<file path="src/rtl/alu_mul_seq_if.sv">
// Multiplier-side bundle: start/busy/done handshake plus the ALU operand/result bus.
// With MUL_OVF_EN defined the bundle also carries the ovf result flag.
interface alu_mul_seq_if #(
  parameter int WIDTH = 16
);
  logic             start;
  logic [WIDTH-1:0] a;
  logic [WIDTH-1:0] b;
  logic             busy;
  logic             done;
  logic [WIDTH-1:0] product;
  logic [WIDTH-1:0] alu_x;
  logic [WIDTH-1:0] alu_y;
  logic [5:0]       alu_signal;
  logic [WIDTH-1:0] alu_out;
  logic             alu_cout;
`ifdef MUL_OVF_EN
  logic             ovf;

  modport master (
    output start, a, b, alu_out, alu_cout,
    input  busy, done, product, alu_x, alu_y, alu_signal, ovf
  );
  modport slave (
    input  start, a, b, alu_out, alu_cout,
    output busy, done, product, alu_x, alu_y, alu_signal, ovf
  );
`else
  modport master (
    output start, a, b, alu_out, alu_cout,
    input  busy, done, product, alu_x, alu_y, alu_signal
  );
  modport slave (
    input  start, a, b, alu_out, alu_cout,
    output busy, done, product, alu_x, alu_y, alu_signal
  );
`endif
endinterface

</file>
<file path="src/rtl/alu_mul_seq.sv">
// Shift-and-add unsigned multiplier that borrows the Hack ALU's x+y as its only adder.
// Optional sticky overflow flag and ovf output enabled by defining MUL_OVF_EN.
module alu_mul_seq #(
  parameter int WIDTH = 16
) (
  input  logic          clk,
  input  logic          rst,
  alu_mul_seq_if.slave  bus
);

  localparam logic [5:0] ALU_ZERO = 6'b101010;
  localparam logic [5:0] ALU_ADD  = 6'b000010;

  typedef enum logic [1:0] {
    S_IDLE = 2'd0,
    S_STEP = 2'd1,
    S_DONE = 2'd2
  } state_e;

  state_e           state_q, state_d;
  logic [WIDTH-1:0] acc_q, acc_d;
  logic [WIDTH-1:0] mcand_q, mcand_d;
  logic [WIDTH-1:0] mplier_q, mplier_d;
  logic [WIDTH-1:0] product_q, product_d;
  logic [5:0]       alu_sig;
`ifdef MUL_OVF_EN
  logic             flag_q, flag_d;
  logic             ovf_q, ovf_d;
`else
  logic             unused_alu_cout;
  assign unused_alu_cout = bus.alu_cout;
`endif

  always_ff @(posedge clk) begin
    if (rst) begin
      state_q   <= S_IDLE;
      acc_q     <= '0;
      mcand_q   <= '0;
      mplier_q  <= '0;
      product_q <= '0;
`ifdef MUL_OVF_EN
      flag_q    <= 1'b0;
      ovf_q     <= 1'b0;
`endif
    end else begin
      state_q   <= state_d;
      acc_q     <= acc_d;
      mcand_q   <= mcand_d;
      mplier_q  <= mplier_d;
      product_q <= product_d;
`ifdef MUL_OVF_EN
      flag_q    <= flag_d;
      ovf_q     <= ovf_d;
`endif
    end
  end

  always_comb begin
    state_d   = state_q;
    acc_d     = acc_q;
    mcand_d   = mcand_q;
    mplier_d  = mplier_q;
    product_d = product_q;
    alu_sig   = ALU_ZERO;
`ifdef MUL_OVF_EN
    flag_d    = flag_q;
    ovf_d     = ovf_q;
`endif

    case (state_q)
      S_IDLE: begin
        if (bus.start) begin
          mcand_d  = bus.a;
          mplier_d = bus.b;
          acc_d    = '0;
`ifdef MUL_OVF_EN
          flag_d   = 1'b0;
`endif
          state_d  = (bus.b == '0) ? S_DONE : S_STEP;
        end
      end
      S_STEP: begin
        alu_sig  = ALU_ADD;
        if (mplier_q[0]) acc_d = bus.alu_out;
        mcand_d  = mcand_q << 1;
        mplier_d = mplier_q >> 1;
`ifdef MUL_OVF_EN
        // A carry from a real add, or a set bit about to be shifted out while
        // higher multiplier bits still need it, both mean the product wrapped.
        if ((mplier_q[0] && bus.alu_cout) ||
            (mcand_q[WIDTH-1] && (mplier_d != '0))) begin
          flag_d = 1'b1;
        end
`endif
        if (mplier_d == '0) state_d = S_DONE;
      end
      S_DONE: begin
        state_d = S_IDLE;
      end
      default: begin
        state_d = S_IDLE;
      end
    endcase

    // Result is captured on the edge entering DONE so it is valid alongside done.
    if (state_d == S_DONE) begin
      product_d = acc_d;
`ifdef MUL_OVF_EN
      ovf_d     = flag_d;
`endif
    end
  end

  assign bus.busy       = (state_q != S_IDLE);
  assign bus.done       = (state_q == S_DONE);
  assign bus.product    = product_q;
  assign bus.alu_x      = acc_q;
  assign bus.alu_y      = mcand_q;
  assign bus.alu_signal = alu_sig;
`ifdef MUL_OVF_EN
  assign bus.ovf        = ovf_q;
`endif

endmodule
</file>
<file path="src/flat_wrapper.sv">
// flat-port wrapper written by rule: the top's interface ports become plain ports
module alu_mul_seq_flat 
#(
  parameter int WIDTH = 16
)
  (clk, rst, bus_start, bus_a, bus_b, bus_alu_out, bus_alu_cout, bus_busy, bus_done, bus_product, bus_alu_x, bus_alu_y, bus_alu_signal);
  alu_mul_seq_if #(.WIDTH(WIDTH)) bus_i ();
  input  logic clk;
  input  logic rst;
  input wire logic [$bits(bus_i.start)-1:0] bus_start;
  input wire logic [$bits(bus_i.a)-1:0] bus_a;
  input wire logic [$bits(bus_i.b)-1:0] bus_b;
  input wire logic [$bits(bus_i.alu_out)-1:0] bus_alu_out;
  input wire logic [$bits(bus_i.alu_cout)-1:0] bus_alu_cout;
  output wire logic [$bits(bus_i.busy)-1:0] bus_busy;
  output wire logic [$bits(bus_i.done)-1:0] bus_done;
  output wire logic [$bits(bus_i.product)-1:0] bus_product;
  output wire logic [$bits(bus_i.alu_x)-1:0] bus_alu_x;
  output wire logic [$bits(bus_i.alu_y)-1:0] bus_alu_y;
  output wire logic [$bits(bus_i.alu_signal)-1:0] bus_alu_signal;
  assign bus_i.start = bus_start;
  assign bus_i.a = bus_a;
  assign bus_i.b = bus_b;
  assign bus_i.alu_out = bus_alu_out;
  assign bus_i.alu_cout = bus_alu_cout;
  assign bus_busy = bus_i.busy;
  assign bus_done = bus_i.done;
  assign bus_product = bus_i.product;
  assign bus_alu_x = bus_i.alu_x;
  assign bus_alu_y = bus_i.alu_y;
  assign bus_alu_signal = bus_i.alu_signal;
  alu_mul_seq #(.WIDTH(WIDTH)) u_core (.clk(clk), .rst(rst), .bus(bus_i));
endmodule
</file>
<file path="config.mk">
export PLATFORM = sky130hd
export DESIGN_NAME = alu_mul_seq_flat
export DESIGN_NICKNAME = d
export VERILOG_FILES = /design/src/rtl/alu_mul_seq_if.sv /design/src/rtl/alu_mul_seq.sv /design/src/flat_wrapper.sv
export SDC_FILE = /design/constraint.sdc
export NUM_CORES = 1
export LEC_CHECK = 0
export CAP_MARGIN = 40
export CORE_MARGIN = 1.5
export CORE_UTILIZATION = 33
export CTS_CLUSTER_DIAMETER = 200
export DETAILED_ROUTE_END_ITERATION = 8
export PLACE_DENSITY = 0.62
export SYNTH_ARGS = -nofsm -noshare
export SYNTH_HDL_FRONTEND = slang
export SYNTH_SLANG_ARGS = --single-unit
</file>
<file path="constraint.sdc">
create_clock -name clk -period 1.7 [get_ports clk]
set_clock_uncertainty 0.05 [all_clocks]
set_input_delay 0.17 -clock clk [delete_from_list [all_inputs] [get_ports clk]]
set_output_delay 0.17 -clock clk [all_outputs]
set_load 0.01 [all_outputs]
</file>
Yosys cells after proc, flatten, opt, wreduce, memory -nomap -nowiden

Index checks and enable logic that the tools add are counted.
Widths: inputs -> output; s select.

Equality and inequality tests: 4
Mux-type cells: 12
Reduce and logical (&&, ||, !) cells: 6

Operators by type and width:

| operator           | number |
|---|---|
| $pmux 16 s2        | 3 |
| $mux 16            | 4 |
| $logic_not 16->1   | 2 |
| $mux 2             | 3 |
| $mux 6             | 1 |
| $eq 2x2->1 const B | 2 |
| $pmux 2 s2         | 1 |
| $reduce_bool 2->1  | 2 |
| $eq 2x1->1 const B | 1 |
| $logic_not 2->1    | 1 |
| $ne 2x2->1 const B | 1 |
| $reduce_and 2->1   | 1 |

Flip-flop bits (word level): 66
Word-level logic and storage cells: 27

Depth between registers and ports, before layout

Gate-level depths: netlist of the first run.

Depth in word-level cells: 5
Depth in mapped cells: 6

Worst setup path after synthesis of the first run

Ideal clock, no wire load.

Path kind: reg-to-reg
Start: register u_core.state_q[0]
End: register u_core.product_q[11] (netlist: u_core.bus.product[11])
Arrival: 1508 ps
Data required time: 1529 ps
Path buffers: 3
Cell stages (with the launch flop): 7
Clock period less this slack: 1679 ps
Setup slack: 21 ps
Cell sequence: dfxtp_1 -> buf_2 -> nand2b_2 -> o32a_1 -> buf_6 -> buf_12 -> mux2_4

Word-level cells in the longest chain between the ends: 3

Ends and longest elaborated chain:

| what                                     | RTL line           | source |
|---|---|---|
| start: declaration                       | alu_mul_seq.sv:20  | `state_e state_q, state_d;` |
| start signal: assignment                 | alu_mul_seq.sv:46  | `state_q <= state_d;` |
| $eq 2x1->1, or another cell as far along | alu_mul_seq.sv:70  | `case (state_q)` |
| $pmux 2 s2                               | alu_mul_seq.sv:70  |  |
| $eq 2x2->1                               | alu_mul_seq.sv:106 | `if (state_d == S_DONE) begin` |
| end signal: assignment                   | alu_mul_seq.sv:50  | `product_q <= product_d;` |
| end: declaration                         | alu_mul_seq.sv:24  | `logic [WIDTH-1:0] product_q, product_d;` |

Several ways; a longest one is shown, not always the timed one.
A chain may end at the register's enable or synchronous reset.

Final worst setup path of the first run

Start: input port bus_b[12]
End: register u_core.product_q[12] (netlist: u_core.bus.product[12])

Word-level cells in the longest chain between the ends: 5

Ends and longest elaborated chain:

| what               | RTL line           | source |
|---|---|---|
| start: declaration | flat_wrapper.sv:12 | `input wire logic [$bits(bus_i.b)-1:0] bus_b;` |
| $logic_not 16->1   | alu_mul_seq.sv:79  | `state_d = (bus.b == '0) ? S_DONE : S_STEP;` |
| $mux 2             | alu_mul_seq.sv:79  |  |
| $mux 2             | alu_mul_seq.sv:72  | `if (bus.start) begin` |
| $pmux 2 s2         | alu_mul_seq.sv:70  |  |
| $eq 2x2->1         | alu_mul_seq.sv:106 |  |

No other way between the ends.

==> reports/metrics.csv, run 1 <==
stage,metric,value,unit
die,fp.dieH,96.5,um
setup_path,cp_max_fo,11,
setup_path,path_cells,clkdlybuf4s50_1 -> nor4_2 -> nand4_1 -> o32a_1 -> buf_12 -> mux2_4,
clock_network,cts_buffers,9,
timing,fmax,597,MHz
timing,timing.hold.ws,0.143,ns
place,gp_routability_congestion,0.743,
finish,multi_input_area,0.00142,sq mm
finish,layout_commonest_cell,clkdlybuf4s50_1,
setup_path,cpMaxStageDelayCell,clkdlybuf4s50_1,
route,via_count,2720,
global_route,grt_overflow,0,
logic_synthesis,synth_edf_count,0,
setup_path,rr_startpoint,u_core.mplier_q[15],
clock_network,clk_path_buf_depth,2,
global_route,grt_max_degree,36,
finish,nFillCells,777,
setup_path,end_kind,register,
finish,seq_area,0.00133,sq mm
logic_synthesis,yosys.area.top_type,dfxtp_1,
finish,drive_gt1_frac,0.142,
route,post_drt_via_cell_ratio,5.07,
setup_path,cp-start-kind,input port,
die,core-area,0.00834,sq mm
route,drt_first_pass_iters,4,
timing,fin_crit_sh,0.985,
logic_synthesis,synth_area_leaders,"dfxtp_1 (46%), a211oi_1 (7.5%), o22ai_1 (6.1%), nor2_1 (4.7%), mux2i_1 (3.5%)",
setup_path,crit_end,u_core.bus.product[12],
clock_network,cts_tree,yes,
pwr,power,3.98,mW
logic_synthesis,synth-seq-cells,66,
pwr,ir_drop,0.756,mV
hold_path,hold_class,input port to register,
clock_network,cts_sinks,66,
logic_synthesis,synth_cell_type_count,32,
global_route,grt.total_usage,0.169,
route,wl_per_cell,14.8,um
finish,instances_no_fill,537,
clock_network,path_clk_slew,0.07,ns
clock_network,clock-root-buffer,clkbuf_8,
route,drc,0,
route,postRouteAntennaNets,0,
logic_synthesis,syn_area,0.00288,sq mm
timing,rsz0062_at_grt,false,
die,fp.dieW,96.5,um
route,drt-total-wl,7950,um
logic_synthesis,syn_area_per_cell,8.98,sq um
setup_path,cp-startpoint,bus_b[12],
logic_synthesis,ys_async_sr_fraction,0,
timing,finalMaxSlewViolations,0,
place,io_buffers,102,
setup_path,crit_required,1.87,ns
timing,slew_headroom,0.599,
setup_path,critPathKind,input port to register,
clock_network,clk_latency,0.33,ns
place,place_inst,520,
die,io_pins,108,
setup_path,max_stage_delay,0.45,ns
logic_synthesis,syn_inst,321,
clock_network,post-cts-setup-buffer-count,0,
timing,final-hold-violation-count,0,
pwr,power_density,909,mW/mm^2
logic_synthesis,ys_seq_area_frac,0.458,
die,die_area,0.00931,sq mm
logic_synthesis,synth.top_cell.area_share,0.458,
timing,setup_viol,0,
status,status,completed,
place,place_hpwl,5470,um
timing,fin_crit,1.67,ns
die,fp-row-count,33,
die,start_util,0.346,
timing,tightest_slew,0.601,ns
setup_path,timing.rr.end,u_core.bus.product[12],
global_route,grt_pass1_vias,2561,
pwr,power_leakage,1.83,nW
global_route,grt_pass1_wl,12200,um
logic_synthesis,yosys_warnings,0,
finish,area_growth_syn_to_layout,52.0,%
clock_network,ctsHoldBuffers,0,
clock_network,htreeDepth,3,
finish,final_util,0.526,
route,drt_iter0_drc,91,
setup_path,cp.arrival,1.85,ns
global_route,antenna_found_initial,1,
logic_synthesis,ys.flop_type,dfxtp_1,
setup_path,ff2ff_path_depth,5,
flow_run,max_cap_violations,0,
setup_path,worst-r2r-setup-slack,0.07,ns
finish,fin_nets,478,
finish,layout_common_cells,"clkdlybuf4s50_1 (84), dfxtp_1 (61), nor2_1 (35)",
-- how the worst min path moves through the flow --
stage / from / end / depth (start not counted)
after floorplan: bus_a[0] / u_core.bus.alu_y[0] / 2
after global placement: u_core.bus.product[8] / u_core.bus.product[8] / 2
after detailed placement: u_core.bus.product[0] / u_core.bus.product[0] / 2
after CTS: rst / u_core.bus.alu_x[10] / 2
after global routing: bus_b[15] / u_core.mplier_q[15] / 3
final: bus_b[15] / u_core.mplier_q[15] / 3
-- flip-flops by register name, indices dropped and copies added, names as in the netlist --
name,flops
u_core.state_q,2
u_core.mplier_q,16
u_core.bus.alu_y,16
u_core.bus.product,16
u_core.bus.alu_x,16
-- routing by layer --
layer	GRT usage	share of wire
met1	0.208	0.46
met2	0.278	0.46
met3	0.0610	0.075
met4	0.0507	0.011
met5	0	0
-- synth_stat cells, types with 4 or more instances --
library cell,instances
mux2_2,7
o21bai_1,8
a21oi_1,16
o22ai_1,28
o21ai_0,9
nand2_1,11
nor2_1,36
nand2b_1,14
nor4_2,4
clkbuf_1,23
nand3b_1,7
mux2i_1,10
inv_1,10
a211oi_1,29
nor2b_1,9
buf_4,5
dfxtp_1,66
and2_1,7
-- cell families after synthesis --
group / Yosys count / synth area share
and+or+nand+nor: 97 / 0.182
AOI/OAI and AO/OA: 95 / 0.215
DFF: 66 / 0.458
buffers and inverters: 42 / 0.0698
muxes: 19 / 0.0725
other: 2 / 0.00260
-- final cells by class --
| type | instances | share of cell area |
|---|---|---|
| antenna | 1 | 0.000571 |
| clock buffer | 12 | 0.0331 |
| timing repair buffer | 123 | 0.277 |
| inverter | 11 | 0.00942 |
| tap | 105 | 0.0300 |
| sequential | 66 | 0.303 |
| clock inverter | 4 | 0.0225 |
| multi-input combinational | 215 | 0.324 |
-- worst max-delay path, delay by kind of cell --
family,cells,cell delay (ns)
simple gates,2,0.37
mux,1,0.29
compound gates,1,0.40
buf+inv,2,0.61
-- timing repair --
item / 4_1_cts / 5_1_grt
pin swaps: 0 / 8
resized for setup: 12 / 19
endpoints found under the setup margin: 20 / 17
-- power breakdown --
part,internal [mW],switching [mW]
logic,0.356,0.299
registers,1.64,0.0855
clock network,1.02,0.584
-- metrics by stage --
step	setup TNS [ns]	area, sq um	setup WS [ns]
after floorplan	0	2890	0.0211
final	0	4380	0.0252
after detailed placement	-6.66	4060	-0.401
after global placement	-6.23	4060	-0.376
after CTS	0	4310	0.0105
after global routing	0	4380	0.00643
Note: power is estimated with default switching activity, not from simulation.
==> run 2, diff against run 1 <==
- GPL_ROUTABILITY_DRIVEN: unset -> 0
==> results of run 2 <==
Same layout as run 1: the final DEF is identical, and so are final timing and power.
